## src/rtl/display_pkg.sv

```systemverilog
// Shared constants for the R11 seven-segment display stage: the register
// index that is mirrored on the display and the active-low hex glyph table.
package display_pkg;

  // Architectural register shown on the display (R11).
  localparam logic [3:0] REG_DISPLAY_IDX = 4'hB;

  // All segments off (active-low).
  localparam logic [6:0] SEG_BLANK = 7'h7F;

  // Active-low glyphs, bit order {g,f,e,d,c,b,a}; element i is the glyph for
  // hex digit i. b and d are the lowercase forms so they differ from 8 and 0.
  localparam logic [15:0][6:0] HEX_GLYPH = {
    7'h0E,  // F
    7'h06,  // E
    7'h21,  // d
    7'h46,  // C
    7'h03,  // b
    7'h08,  // A
    7'h10,  // 9
    7'h00,  // 8
    7'h78,  // 7
    7'h02,  // 6
    7'h12,  // 5
    7'h19,  // 4
    7'h30,  // 3
    7'h24,  // 2
    7'h79,  // 1
    7'h40   // 0
  };

  // Glyph lookup for one nibble.
  function automatic logic [6:0] hex_glyph(input logic [3:0] nib);
    return HEX_GLYPH[nib];
  endfunction

endpackage

```

## src/rtl/hex7seg.sv

```systemverilog
// Combinational hex nibble to active-low seven-segment decoder.
module hex7seg
  import display_pkg::*;
(
  input  logic [3:0] nibble_i,
  output logic [6:0] seg_o
);

  // Table lookup; every nibble value has a glyph.
  // NOTE: every output of an always_comb gets a default first so no path can
  // leave it unassigned and infer a latch.
  always_comb begin
    seg_o = SEG_BLANK;
    seg_o = hex_glyph(nibble_i);
  end

endmodule

```

## src/rtl/reg_display_scan.sv

```systemverilog
// Board display stage: snapshots R11 one cycle after each architectural
// write, scans one 16-bit half of the snapshot across a 4-digit multiplexed
// seven-segment display, flips halves on a debounced page button, and mirrors
// the controller state on LEDs. All outputs are registered.
module reg_display_scan
  import display_pkg::*;
#(
  parameter int DIGIT_PERIOD    = 100000,
  parameter int DEBOUNCE_CYCLES = 1000000
) (
  input  logic        clk,
  input  logic        reset,
  input  logic [31:0] RegDisplay,
  input  logic        RegWrite,
  input  logic [3:0]  Rd,
  input  logic [3:0]  state,
  input  logic        page_btn,
  output logic [6:0]  seg,
  output logic [3:0]  an,
  output logic        dp,
  output logic [3:0]  led,
  output logic        page
);

  localparam int DIV_W = (DIGIT_PERIOD > 2) ? $clog2(DIGIT_PERIOD) : 1;
  localparam int DB_W  = $clog2(DEBOUNCE_CYCLES) + 1;
  localparam logic [DIV_W-1:0] DIV_LAST = DIV_W'(DIGIT_PERIOD - 1);
  localparam logic [DB_W-1:0]  DB_LAST  = DB_W'(DEBOUNCE_CYCLES - 1);

  // Capture path
  logic        cap_pend_q;
  logic [31:0] snap_q;

  // Button path
  logic            sync1_q, sync2_q;
  logic [DB_W-1:0] db_cnt_q, db_cnt_d;
  logic            db_level_q, db_level_d;
  logic            db_level_prev_q;
  logic            page_q, page_d;

  // Scan path
  logic [DIV_W-1:0] div_q, div_d;
  logic [1:0]       digit_q, digit_d;

  // Display datapath
  logic [15:0] half;
  logic [3:0]  nibble;
  logic [6:0]  glyph;
  logic [3:0]  an_d;
  logic        dp_d;

  // Output registers
  logic [6:0] seg_q;
  logic [3:0] an_q;
  logic       dp_q;
  logic [3:0] led_q;

  // Next-state logic for the scan counter, debouncer and page toggle.
  always_comb begin
    div_d      = div_q + DIV_W'(1);
    digit_d    = digit_q;
    db_cnt_d   = '0;
    db_level_d = db_level_q;

    if (div_q == DIV_LAST) begin
      div_d   = '0;
      digit_d = digit_q + 2'd1;
    end

    // The count only runs while the synced level disagrees with the accepted
    // level; any cycle of agreement (a bounce) drops it back to zero.
    if (sync2_q != db_level_q) begin
      if (db_cnt_q == DB_LAST) begin
        db_level_d = sync2_q;
      end else begin
        db_cnt_d = db_cnt_q + DB_W'(1);
      end
    end

    // Only the press edge of the debounced level flips the page.
    page_d = page_q ^ (db_level_q & ~db_level_prev_q);
  end

  // Select the active half and the active digit's nibble, then decode.
  assign half   = page_q ? snap_q[31:16] : snap_q[15:0];
  assign nibble = half[4*digit_q +: 4];

  hex7seg u_hex7seg (
    .nibble_i (nibble),
    .seg_o    (glyph)
  );

  assign an_d = ~(4'b0001 << digit_q);
  assign dp_d = ~((digit_q == 2'd3) & page_q);

  // Capture: the register file is written on the R11-write edge, so the new
  // value is sampled one cycle later. Back-to-back writes keep cap_pend high.
  // NOTE: sequential state uses non-blocking assignments so every register
  // samples pre-edge values regardless of statement order.
  always_ff @(posedge clk) begin
    if (reset) begin
      cap_pend_q <= 1'b0;
      // NOTE: the snapshot is an ordinary register, not a memory, and is
      // cleared so the display shows 0000 out of reset.
      snap_q     <= '0;
    end else begin
      cap_pend_q <= RegWrite && (Rd == REG_DISPLAY_IDX);
      if (cap_pend_q) begin
        snap_q <= RegDisplay;
      end
    end
  end

  // Button synchronizer, debouncer and page register.
  always_ff @(posedge clk) begin
    if (reset) begin
      sync1_q         <= 1'b0;
      sync2_q         <= 1'b0;
      db_cnt_q        <= '0;
      db_level_q      <= 1'b0;
      db_level_prev_q <= 1'b0;
      page_q          <= 1'b0;
    end else begin
      sync1_q         <= page_btn;
      sync2_q         <= sync1_q;
      db_cnt_q        <= db_cnt_d;
      db_level_q      <= db_level_d;
      db_level_prev_q <= db_level_q;
      page_q          <= page_d;
    end
  end

  // Digit scan counter.
  always_ff @(posedge clk) begin
    if (reset) begin
      div_q   <= '0;
      digit_q <= 2'd0;
    end else begin
      div_q   <= div_d;
      digit_q <= digit_d;
    end
  end

  // Registered display and LED outputs, one cycle behind the scan state.
  always_ff @(posedge clk) begin
    if (reset) begin
      seg_q <= hex_glyph(4'h0);
      an_q  <= 4'b1110;
      dp_q  <= 1'b1;
      led_q <= 4'h0;
    end else begin
      seg_q <= glyph;
      an_q  <= an_d;
      dp_q  <= dp_d;
      led_q <= state;
    end
  end

  assign seg  = seg_q;
  assign an   = an_q;
  assign dp   = dp_q;
  assign led  = led_q;
  assign page = page_q;

endmodule

```

## config.mk

```make
export PLATFORM = sky130hd
export DESIGN_NAME = reg_display_scan
export DESIGN_NICKNAME = d
export VERILOG_FILES = /design/src/rtl/display_pkg.sv /design/src/rtl/hex7seg.sv /design/src/rtl/reg_display_scan.sv
export SDC_FILE = /design/constraint.sdc
export NUM_CORES = 1
export LEC_CHECK = 0
export BUFFER_PORTS_ARGS = -buffer_cell sky130_fd_sc_hd__buf_2
export CAP_MARGIN = 20
export CORE_UTILIZATION = 56
export CTS_CLUSTER_SIZE = 28
export DETAILED_ROUTE_END_ITERATION = 12
export HOLD_SLACK_MARGIN = 0.02
export MAX_ROUTING_LAYER = met4
export PLACE_DENSITY_LB_ADDON = 0.2
export REMOVE_ABC_BUFFERS = 1
export SYNTH_ARGS = -nofsm -noshare
export SYNTH_HDL_FRONTEND = slang
export SYNTH_HIERARCHICAL = 1
export SYNTH_SLANG_ARGS = --single-unit
```

## constraint.sdc

```tcl
create_clock -name clk -period 2.9 [get_ports clk]
set_input_delay 0.29 -clock clk [delete_from_list [all_inputs] [get_ports clk]]
set_output_delay 0.29 -clock clk [all_outputs]
set_load 0.1 [all_outputs]
```

After elaboration in Yosys (flattened, before gate mapping)
Memories as Yosys holds them, arrays and structs flattened. A register that Yosys moved wholly into a read port is not among the register bits.
Index checks and enable logic that the tools add are counted.
Widths: inputs -> output; s select.
{"block": "totals", "out_inout_bits": 17, "n_memories": 1, "rom_bits": 112, "elab_cells": 36, "reg_bits": 87}
{"name": "(no name shown)", "words": 16, "width": 7, "read_ports": 1, "rd_ports_with_merged_regs": 1, "write_ports": 0, "line_no": "display_pkg.sv:34", "text": "return HEX_GLYPH[nib];"}
{"block": "classes", "n_reduce_logical": 4, "n_bitwise": 7, "n_eq_ne": 5, "add_sub_neg": 3, "shift": 2, "mux": 1}
{"cell": "$add 21x1->21 const B", "n": 1}
{"cell": "$eq 21x20->1 const B", "n": 1}
{"cell": "$add 17x1->17 const B", "n": 1}
{"cell": "$eq 17x17->1 const B", "n": 1}
{"cell": "$mux 16", "n": 1}
{"cell": "$shiftx 16x5->4", "n": 1}
{"cell": "$eq 4x4->1 const B", "n": 1}
{"cell": "$not 4->4", "n": 1}
{"cell": "$shl 1x2->4 const A", "n": 1}
{"cell": "$not 1->1", "n": 3}
{"cell": "$reduce_or 3->1", "n": 1}
{"cell": "$add 2x1->2 const B", "n": 1}
{"cell": "$and 1x1->1", "n": 2}
{"cell": "$eq 2x2->1 const B", "n": 1}
{"cell": "$reduce_and 2->1", "n": 1}
{"cell": "$reduce_or 2->1", "n": 1}
{"cell": "$logic_and 1x1->1", "n": 1}
{"cell": "$ne 1x1->1", "n": 1}
{"cell": "$xor 1x1->1", "n": 1}

Depth between registers and ports, before layout
Gate-level depths: netlist of the first run.
{"block": "logic_depth", "ltp_word": 3, "ltp_mapped": 10, "depth_no_buf": 9}

Modules after synthesis
Netlist of the first run, hierarchy kept.
{"module": "reg_display_scan", "area_each_um2": 3806.2, "cells_each": 387, "n_inst": 1}
{"module": "hex7seg", "area_each_um2": 275.3, "cells_each": 32, "n_inst": 1}

Least setup slack after synthesis of the first run
No wires, ideal clock.
{"block": "synth_timing", "path_kind": "flip-flop to flip-flop", "from": "register page_q, in the netlist page", "to": "register seg_q[0], in the netlist seg[0]", "period_less_slack_ns": 2.972, "stages_incl_launch_ff": 11, "arrival_ns": 2.906, "slack_ns": -0.072, "setup_time_ns": 0.066, "path_cell_list": "dfxtp_1 clkbuf_1 mux4_2 nand2_1 nand2_1 inv_1 ha_1 and2b_2 or3b_1 o21ai_0 nor2b_1"}
{"block": "synth_via", "elab_chain_cells": 2}
{"element": "start: declaration", "line_no": "reg_display_scan.sv:39", "text": "logic page_q, page_d;"}
{"element": "start signal: assignment", "line_no": "reg_display_scan.sv:129", "text": "page_q <= page_d;"}
{"element": "$mux 16", "line_no": "reg_display_scan.sv:85", "text": "assign half = page_q ? snap_q[31:16] : snap_q[15:0];"}
{"element": "$shiftx 16x5->4", "line_no": "reg_display_scan.sv:86", "text": "assign nibble = half[4*digit_q +: 4];"}
{"element": "named net nibble[1]", "line_no": "reg_display_scan.sv:47", "text": "logic [3:0] nibble;"}
{"element": "end: declaration", "line_no": "reg_display_scan.sv:53", "text": "logic [6:0] seg_q;"}
The timed path passes the listed nets, and every way through them passes these cells.
A chain may end at the register's enable or synchronous reset.

Worst setup path in the final report of the first run
{"block": "layout_timing", "from": "register digit_q[0]", "to": "register seg_q[0], in the netlist seg[0]"}
{"block": "layout_via", "elab_chain_cells": 1}
{"element": "start: declaration", "line_no": "reg_display_scan.sv:43", "text": "logic [1:0] digit_q, digit_d;"}
{"element": "start signal: assignment", "line_no": "reg_display_scan.sv:140", "text": "digit_q <= digit_d;"}
{"element": "$shiftx 16x5->4", "line_no": "reg_display_scan.sv:86"}
{"element": "named net nibble[3]", "line_no": "reg_display_scan.sv:47"}
The timed path passes the listed nets, and every way through them passes these cells.

==> results of run 1 <==
[through the flow]
step                      power (mW)  hold slack [ns]  worst slack (ns)  area, um2  utilization
final                           2.39            0.117             0.268       4670        0.676
after global routing            2.49            0.108            0.0569       4670        0.676
after CTS                       2.42            0.103             0.246       4670        0.676
after detailed placement        1.45            0.429             0.279       4450        0.644
after global placement          1.45            0.424             0.401       4450        0.644
after floorplan                 1.39            0.357            0.0592       3990            -
[layout make-up]
cell class | count | area [um2]
timing repair buffer | 64 | 330
multi-input combinational | 292 | 2070
tap | 96 | 120
fill | 585 | 2230
clock buffer | 9 | 124
inverter | 12 | 45.0
clock inverter | 7 | 101
sequential | 94 | 1880
[cells by family after synthesis]
family | Yosys count | share of synthesized area
AND/OR/NAND/NOR | 175 | 0.220
adder cells (fa/ha/maj) | 13 | 0.0399
multiplexers | 48 | 0.147
flip-flops | 94 | 0.461
XOR/XNOR | 24 | 0.0515
buffers and inverters | 33 | 0.0334
AO/OA/AOI/OAI | 32 | 0.0475
[power by group through the flow]
stage	logic (mW)	clock network [mW]	registers [mW]
after floorplan	0.0287	0	1.37
after global placement	0.106	0	1.34
after detailed placement	0.108	0	1.34
after CTS	0.109	1.00	1.31
after global routing	0.117	1.06	1.31
final	0.108	0.975	1.31
[flip-flops by register name (all words and copies together) (netlist names)]
| name | count |
|---|---|
| an | 4 |
| cap_pend_q | 1 |
| db_cnt_q | 21 |
| db_level_prev_q | 1 |
| db_level_q | 1 |
| digit_q | 2 |
| div_q | 17 |
| dp | 1 |
| led | 4 |
| page | 1 |
| seg | 7 |
| snap_q | 32 |
| sync1_q | 1 |
| sync2_q | 1 |
[layer usage]
layer / vias up / wire length (um) / global-route usage
li1: 1542 / - / -
met5: - / 0 / -
met1: 1419 / 3810 / 0.296
met4: 0 / 112 / 0.0671
met3: 11 / 312 / 0.0692
met2: 53 / 3640 / 0.360
[critical path: stages (launching register included)]
cell	delay (ns)
dfxtp_1	0.55
buf_4	0.23
mux4_2	0.50
nand2_1	0.08
nand2_1	0.29
and2b_2	0.35
or3b_1	0.36
o21ai_0	0.06
nor2b_1	0.14
[synthesized netlist by cell type (all sizes together)]
cell / count
nand2: 25
nor2: 68
o21a: 1
mux4: 9
a22o: 2
nor4: 2
a21oi: 13
nor2b: 15
o21ba: 1
nor3: 7
nand3b: 1
mux2i: 37
dfxtp: 94
nor4b: 2
nor4bb: 3
and2b: 1
or4b: 1
and3: 6
and2: 1
ha: 13
inv: 12
or4: 5
xor2: 12
or3b: 1
or2: 1
xnor2: 12
nand4: 11
or3: 9
and4: 1
o21ai: 10
nand2b: 5
a32o: 1
nand3: 10
o31ai: 4
buf: 11
clkbuf: 10
mux2: 2
[worst max-delay path by stage]
stage                                  from           endpoint  cells after the start
floorplan                   page$_SDFF_PP0_  seg[3]$_SDFF_PP0_                      8
global placement    digit_q[0]$_SDFFE_PP0N_  seg[0]$_SDFF_PP0_                      8
detailed placement  digit_q[0]$_SDFFE_PP0N_  seg[0]$_SDFF_PP0_                      8
CTS                 digit_q[0]$_SDFFE_PP0N_  seg[0]$_SDFF_PP0_                      8
global route        digit_q[0]$_SDFFE_PP0N_  seg[0]$_SDFF_PP0_                      8
finish              digit_q[0]$_SDFFE_PP0N_  seg[0]$_SDFF_PP0_                      8
[layout by cell type (no fill, tap or decap), types with 2 or more instances in the layout]
cell type,Yosys,final
a21oi_1,12,12
a22o_1,2,2
and3_1,5,5
buf_2,4,60
buf_4,0,4
bufinv_16,0,2
clkbuf_8,0,9
clkinvlp_4,0,2
dfxtp_1,94,93
ha_1,13,13
inv_1,12,12
inv_6,0,3
mux2_2,2,2
mux2i_1,37,37
mux4_2,8,8
nand2_1,25,25
nand2b_1,5,5
nand3_1,10,10
nand4_1,10,10
nor2_1,68,68
nor2b_1,15,15
nor3_1,7,7
nor4_1,2,2
nor4b_1,2,2
nor4bb_1,3,3
o21ai_0,10,10
o31ai_1,4,3
or3_1,8,8
or4_1,4,4
xnor2_1,12,12
xor2_1,12,12
==> flow_summary.json, run 1 <==
{
  "synth-seq-area-share": 0.461,
  "viasPerCell": 5.27,
  "syn_area_per_cell_um2": 9.74,
  "start_util": 0.591,
  "grt_start_max_net_pins": 55,
  "ys_ff_latch": 94,
  "dp.cells": 558,
  "synthToLayoutAreaGrowth_pct": 14.5,
  "r2r_end": "seg[0]$_SDFF_PP0_",
  "die_w_um": 87.4,
  "cts_resized": 0,
  "min_from": "state[1]",
  "drv_cap": 0,
  "critPathArrivalTime_ns": 2.94,
  "root_buffer": "clkbuf_8",
  "ir_drop_v": 0.000334,
  "slew_headroom": 0.346,
  "postCtsSetupRepairBufs": 0,
  "cts_tree": "yes",
  "holdPathEnd": "led[1]$_SDFF_PP0_",
  "path_class": "flop to flop",
  "grt.total_usage": 0.233,
  "tns_ns": 0,
  "r2r-start": "digit_q[0]$_SDFFE_PP0N_",
  "yosysUniqueCellTypes": 45,
  "start_kind": "flop",
  "switching_share": 0.232,
  "p_seq_frac": 0.548,
  "clkPwrFrac": 0.407,
  "grt_antenna_before_repair": 0,
  "die_h_um": 87.4,
  "htree_levels": 3,
  "r2r_setup_slack_ns": 0.27,
  "required_ns": 3.21,
  "synth_area_um2": 4080,
  "drive_above_1_share": 0.211,
  "rsz0062_at_grt": "no",
  "cts_sinks": 94,
  "final_nets": 530,
  "switchingPower_mw": 0.556,
  "clkTransAtPathRegs_ns": 0.10,
  "finalClockSkew_ns": 0.00773,
  "num_io_pins": 61,
  "whs_path_depth": 2,
  "final_hold_viol_count": 0,
  "num_antenna_cells": 0,
  "synthCells": 419,
  "crit_fanout": 12,
  "core_um2": 6910,
  "vias": 3025,
  "dp.final_hpwl_um": 5570,
  "grt-ovfl-total": 0,
  "synth.area.top_cells": "dfxtp_1 46%, mux2i_1 9.1%, nor2_1 6.3%",
  "routed_wirelength_um": 7870,
  "clock_path_buffers": 2,
  "dr.pass1.iters": 4,
  "synth_top_area_share": 0.461,
  "internal-power_mw": 1.84,
  "die-area_um2": 7630,
  "p_leak_nw": 1.72,
  "wl_per_cell_um": 13.7,
  "grt_pass1_wl_um": 13100,
  "port_buffers": 60,
  "ff2ff_path_depth": 8,
  "numCtsBuffers": 9,
  "fin_cells": 574,
  "drt-initial-drc-count": 100,
  "row_count": 30,
  "comb_power_share": 0.045,
  "fmax_ghz": 0.380,
  "yosysTopAreaCell": "dfxtp_1",
  "place_congestion": 0.853,
  "worst_setup_path_end_kind": "flop",
  "holdBufCountCts": 0,
  "drv_slew": 0,
  "setup_viol": 0,
  "period_minus_slack_ns": 2.63,
  "yosysWarnings": 6,
  "p_per_area_nw_per_um2": 512,
  "ant_nets": 0,
  "outcome": "finished clean",
  "tightest_slew_ns": 0.981,
  "clk-insertion-delay-late_ns": 0.37,
  "grt_pass1_vias": 2852,
  "holdCritPathClass": "input port to flop",
  "fin_crit_sh": 0.908,
  "remaining_drc_errors": 0
}
Note: power is estimated with default switching activity, not from simulation.
==> run 2: changes to the inputs <==
Settings changed: ABC_AREA set to 1, CORE_UTILIZATION 56 to 57, CTS_CLUSTER_SIZE 28 to 14.
==> run 2 against run 1 <==
  * Register-to-register slack better by 0.49 ns
  * Highest routed layer unchanged
  * Critical path type unchanged
  * Synthesized cell count increased by 49%
  * Count of clock-buffer cells in the layout up 3
  * Wire length rose by 17%
  * Combinational power up 5%
  * First-iteration DRC count rose by 76%
  * Critical path depth increased by 3
  * Clock skew fell by 0.00097 ns
  * Final cell count up 36%
  * Sequential power about the same
  * Via count rose by 32%
  * Global-route usage rose by 1.7 points
==> flow_summary.json, run 2 <==
{
  "fin_crit_sh": 0.737,
  "grt-busiest-layer": "met2",
  "holdBufCountCts": 0,
  "p_per_area_nw_per_um2": 472,
  "worst_setup_path_end_kind": "flop",
  "ff2ff_path_depth": 11,
  "final_hold_viol_count": 0,
  "root_buffer": "clkbuf_8",
  "clkPwrFrac": 0.387,
  "switchingPower_mw": 0.533,
  "ant_nets": 0,
  "largest-register": "snap_q",
  "cts_sinks": 94,
  "internal-power_mw": 1.79,
  "die_w_um": 89.7,
  "viasPerCell": 5.12,
  "grt-ovfl-total": 0,
  "tightest_slew_ns": 0.859,
  "numCtsBuffers": 9,
  "period_minus_slack_ns": 2.14,
  "path_class": "flop to flop",
  "start_kind": "flop",
  "met1_usage": 0.292,
  "ir_drop_v": 0.000282,
  "clock_path_buffers": 2,
  "grt.total_usage": 0.250,
  "num_antenna_cells": 0,
  "drv_slew": 0,
  "worstPathCellList": "inv_1 > o21ai_0 > o22ai_1 > nand2_1 > nand2_1 > ha_1 > nand2_1 > o21ai_2 > nand2_1 > nand2_1 > or2_2",
  "cp-startpoint": "digit_q[0]$_SDFFE_PP0N_",
  "postLayoutCoreUtil": 0.671,
  "largest_reg_flops": 32,
  "row_count": 31,
  "largestRegisters": "snap_q: 32 flops, db_cnt_q: 21 flops, div_q: 17 flops",
  "layout_common_cells": "172 x nor2_1, 111 x nand2_1, 94 x dfxtp_1",
  "multi_input_area_um2": 2180,
  "drv_cap": 0,
  "ys_ff_latch": 94,
  "cts_tree": "yes",
  "gr-usage-met3": 0.0541,
  "remaining_drc_errors": 0,
  "grt_pass1_vias": 3754,
  "drive_above_1_share": 0.147,
  "postCtsSetupRepairBufs": 0,
  "dr.pass1.iters": 5,
  "cts_resized": 0,
  "slew_headroom": 0.426,
  "rsz0062_at_grt": "no",
  "dp.final_hpwl_um": 6560,
  "core_um2": 7330,
  "grt_pass1_wl_um": 16100,
  "port_buffers": 60,
  "yosysWarnings": 6,
  "ys.flop_type": "dfxtp_1",
  "holdCritPathClass": "input port to flop",
  "routed_wirelength_um": 9220,
  "crit_path_top_delay_cell": "dfxtp_1",
  "max_stage_delay_ns": 0.56,
  "yosysUniqueCellTypes": 30,
  "synthCells": 624,
  "synth-seq-area-share": 0.429,
  "met2_usage": 0.413,
  "outcome": "finished clean",
  "clk-insertion-delay-late_ns": 0.36,
  "synth_top_area_share": 0.429,
  "r2r_setup_slack_ns": 0.76,
  "clkTransAtPathRegs_ns": 0.09,
  "seq_area_um2": 1880,
  "crit_fanout": 13,
  "p_leak_nw": 2.05,
  "r2r_end": "seg[6]$_SDFF_PP1_",
  "vias": 4001,
  "syn_area_per_cell_um2": 7.03,
  "nFillCells": 655,
  "htree_levels": 3,
  "comb_power_share": 0.049,
  "grt_antenna_before_repair": 0,
  "placed_area_um2": 4710,
  "synth_common_cells": "172 x nor2_1, 111 x nand2_1, 94 x dfxtp_1, 53 x o21ai_0, 51 x inv_1",
  "synth_edf_count": 0,
  "start_util": 0.598,
  "tns_ns": 0,
  "final_common_cell": "nor2_1",
  "synth.area.top_cells": "dfxtp_1 43%, nor2_1 15%, nand2_1 9.5%",
  "die_h_um": 89.7,
  "p_seq_frac": 0.565,
  "r2r-start": "digit_q[0]$_SDFFE_PP0N_",
  "grt_start_max_net_pins": 41,
  "num_io_pins": 61,
  "required_ns": 3.15,
  "place_congestion": 0.907,
  "final_cell_area_um2": 4920,
  "cpMostUsedCell": "nand2_1",
  "die-area_um2": 8050,
  "final_nets": 734,
  "wl_per_cell_um": 11.8,
  "critPathCapture": "seg[6]$_SDFF_PP1_",
  "drt-initial-drc-count": 176,
  "synth_area_um2": 4380,
  "switching_share": 0.229,
  "yosysTopAreaCell": "dfxtp_1",
  "setup_viol": 0,
  "critPathArrivalTime_ns": 2.39,
  "fmax_ghz": 0.468,
  "yosysMostFrequentCell": "nor2_1",
  "finalClockSkew_ns": 0.00676,
  "synthToLayoutAreaGrowth_pct": 12.3,
  "ys_async_sr_fraction": 0
}
## run 2: cell types whose count changed after synthesis, sizes merged, moves of 9 or more
cell and delta:
nand2 +89, or3 -9, inv +42, nor2 +112
nor2b -15, mux2i -37, mux4 -9, nand3 +22
o21ai +46
## run 2: worst min-delay path by stage
stage                                   from               endpoint  slack (ns)  cells after the start
final                                  Rd[2]  cap_pend_q$_SDFF_PP0_        0.08                      2
after global routing                   Rd[2]  cap_pend_q$_SDFF_PP0_        0.09                      2
after CTS                              Rd[2]  cap_pend_q$_SDFF_PP0_        0.07                      2
after detailed placement  sync1_q$_SDFF_PP0_     sync2_q$_SDFF_PP0_        0.41                      2
after global placement    sync1_q$_SDFF_PP0_     sync2_q$_SDFF_PP0_        0.40                      2
after floorplan                        reset       an[0]$_SDFF_PP0_        0.36                      1
## run 2: kinds of logic (layout without fill, tap and decap cells)
family	count (synthesis)	after routing	share of synthesized area
simple gates	345	345	0.327
flops	94	94	0.429
compound gates	76	76	0.0925
buf+inv	76	134	0.0745
xor+xnor	20	20	0.0400
fa+ha+maj	13	13	0.0371
## run 2: worst max-delay path, delay by kind of cell, from the launching register on
family                     cells  cell delay (ns)
AOI/OAI and AO/OA              3             0.29
buffers and inverters          1             0.24
DFF                            1             0.56
adders and majority gates      1             0.26
and+or+nand+nor                6             0.68
## run 2: stage by stage
step	cells	worst slack, ns	hold WS, ns	power [mW]
final	781	0.762	0.0813	2.32
after global routing	781	0.545	0.0877	2.42
after CTS	781	0.789	0.0712	2.34
after detailed placement	765	0.804	0.410	1.46
after global placement	765	0.898	0.395	1.45
after floorplan	603	-0.0622	0.357	1.41
## run 2: layer usage
metal,part of all wire,routed length (um)
met3,0.056,521
met5,0,0
met1,0.45,4110
met2,0.48,4460
met4,0.014,131
## run 2: cell type report
| type | instances | share of cell area |
|---|---|---|
| Multi-Input combinational cell | 454 | 0.442 |
| Tap cell | 99 | 0.0252 |
| Clock inverter | 4 | 0.0112 |
| Timing Repair Buffer | 63 | 0.0656 |
| Inverter | 55 | 0.0422 |
| Clock buffer | 12 | 0.0315 |
| Sequential cell | 94 | 0.382 |
## run 2: power groups by stage
stage,combinational [mW],sequential (mW),clock [mW]
after global routing,0.126,1.31,0.978
after detailed placement,0.113,1.34,0
after global placement,0.111,1.34,0
final,0.113,1.31,0.899
after floorplan,0.0353,1.37,0
after CTS,0.114,1.31,0.916
==> run 3: changes to the inputs <==
Settings changed: CORE_UTILIZATION 57 to 52.
Clock period 2.9 ns to 1.9 ns, I/O delays scaled along.
==> run 3 against run 2 <==
  * Die area increased by 9.4%
  * Non-clock buffer count increased by 19
  * Clock power increased by 78%
  * Critical path depth decreased by 1
  * Via count increased by 1.9%
  * Combinational power increased by 65%
  * Largest cell class unchanged
==> flow_summary.json, run 3 (same netlist as run 2, synthesis figures left out) <==
{
  "outcome": "finished clean",
  "path_class": "flop to flop",
  "gr-usage-met3": 0.0469,
  "comb_power_share": 0.049,
  "switchingPower_mw": 0.855,
  "clock_path_buffers": 2,
  "p_per_area_nw_per_um2": 737,
  "crit_fanout": 10,
  "grt_start_max_net_pins": 41,
  "tns_ns": 0,
  "met2_usage": 0.406,
  "drv_cap": 0,
  "grt-ovfl-total": 0,
  "place_congestion": 0.874,
  "tightest_slew_ns": 0.874,
  "wl_per_cell_um": 11.9,
  "setup_viol": 0,
  "slew_headroom": 0.416,
  "cts_tree": "yes",
  "fin_cells": 806,
  "min_from": "RegDisplay[18]",
  "drv_slew": 0,
  "max_stage_delay_ns": 0.35,
  "r2r_end": "seg[6]$_SDFF_PP1_",
  "fmax_ghz": 0.547,
  "period_minus_slack_ns": 1.83,
  "grt_pass1_wl_um": 16700,
  "clkTransAtPathRegs_ns": 0.09,
  "final_common_cell": "nor2_1",
  "worst_setup_path_end_kind": "flop",
  "root_buffer": "clkbuf_8",
  "die-area_um2": 8800,
  "layout_common_cells": "172 x nor2_1, 109 x nand2_1, 92 x dfxtp_1",
  "start_kind": "flop",
  "port_buffers": 60,
  "vias": 4078,
  "final_nets": 753,
  "internal-power_mw": 2.94,
  "worstPathCellList": "inv_2 > buf_4 > nor2_1 > o22ai_1 > nand2_1 > nand2_1 > inv_2 > nand2_1 > nand2_1 > or2_2",
  "clk-insertion-delay-late_ns": 0.37,
  "postLayoutCoreUtil": 0.630,
  "viasPerCell": 5.06,
  "met1_usage": 0.297,
  "largest_reg_flops": 32,
  "holdCritPathClass": "input port to flop",
  "htree_levels": 3,
  "dp.cells": 780,
  "largestRegisters": "snap_q: 32 flops, db_cnt_q: 21 flops, div_q: 17 flops",
  "die_h_um": 93.8,
  "ir_drop_v": 0.000570,
  "required_ns": 2.17,
  "synthToLayoutAreaGrowth_pct": 17.5,
  "ant_nets": 0,
  "start_util": 0.536,
  "switching_share": 0.225,
  "drt-initial-drc-count": 159,
  "routed_wirelength_um": 9600,
  "num_antenna_cells": 0,
  "crit_path_top_delay_cell": "dfxtp_2",
  "p_seq_frac": 0.528,
  "clkPwrFrac": 0.423,
  "num_io_pins": 61,
  "cpMostUsedCell": "nand2_1",
  "whs_path_depth": 3,
  "r2r-start": "page$_SDFF_PP0_",
  "grt.total_usage": 0.247,
  "finalClockSkew_ns": 0.00936,
  "grt_pass1_vias": 3820,
  "grt_antenna_before_repair": 0,
  "p_total_mw": 3.79,
  "core_um2": 8180,
  "holdPathEnd": "snap_q[18]$_SDFFE_PP0P_",
  "dr.pass1.iters": 5,
  "dp.final_hpwl_um": 6920,
  "r2r_setup_slack_ns": 0.07,
  "largest-register": "snap_q",
  "critPathArrivalTime_ns": 2.10,
  "drive_above_1_share": 0.175,
  "final_hold_viol_count": 0,
  "ff2ff_path_depth": 10,
  "fin_crit_sh": 0.963,
  "die_w_um": 93.8,
  "p_leak_nw": 2.17,
  "remaining_drc_errors": 0,
  "cts_sinks": 94,
  "numCtsBuffers": 9,
  "rsz0062_at_grt": "no",
  "grt-busiest-layer": "met2",
  "row_count": 33
}
## run 3: power groups by stage
stage          sequential (mW)  clock (mW)  combinational [mW]
2_1_floorplan             2.09           0              0.0539
3_3_place_gp              2.05           0               0.173
3_5_place_dp              2.05           0               0.177
4_1_cts                   2.00        1.63               0.187
5_1_grt                   2.01        1.72               0.206
6_report                  2.00        1.60               0.187
## run 3: worst max-delay path by stage
| stage | from | endpoint | cells past startpoint |
|---|---|---|---|
| finish | page$_SDFF_PP0_ | seg[6]$_SDFF_PP1_ | 10 |
| global route | page$_SDFF_PP0_ | seg[6]$_SDFF_PP1_ | 10 |
| CTS | page$_SDFF_PP0_ | seg[6]$_SDFF_PP1_ | 10 |
| detailed placement | page$_SDFF_PP0_ | seg[6]$_SDFF_PP1_ | 10 |
| global placement | page$_SDFF_PP0_ | seg[6]$_SDFF_PP1_ | 10 |
| floorplan | page$_SDFF_PP0_ | seg[6]$_SDFF_PP1_ | 11 |
## run 3: routing by layer
metal,vias to the layer above,part of all wire
li1,2110,-
met1,1821,0.46
met2,125,0.46
met3,22,0.053
met4,0,0.022
met5,-,0
## run 3: repair_timing
| item | CTS | global route |
|---|---|---|
| endpoints found under the hold margin | 6 | 0 |
| buffers inserted | 0 | 3 |
| gates resized for setup | 0 | 16 |
| endpoints found under the setup margin | 0 | 7 |
| hold buffers | 6 | 0 |
## run 3: layout make-up
cell class,count,area [um2]
Multi-Input combinational cell,454,2190
Fill cell,763,3030
Clock buffer,9,124
Clock inverter,7,120
Sequential cell,94,1880
Tap cell,105,131
Timing Repair Buffer,82,489
Inverter,55,208
## run 3: critical path: cells and delay by family (launching register included)
family,cells,cell delay (ns)
and+or+nand+nor,6,0.75
DFF,1,0.35
AOI/OAI and AO/OA,1,0.19
buffers and inverters,3,0.43
## run 3: per-stage QoR
stage / worst slack [ns] / hold slack [ns] / area (um2)
3_5_place_dp: 0.0492 / 0.360 / 4790
2_1_floorplan: -1.06 / 0.257 / 4270
6_report: 0.0703 / 0.0352 / 5150
5_1_grt: 0.00300 / 0.0320 / 5150
4_1_cts: 0.0312 / 0.0340 / 5090
3_3_place_gp: 0.145 / 0.355 / 4790
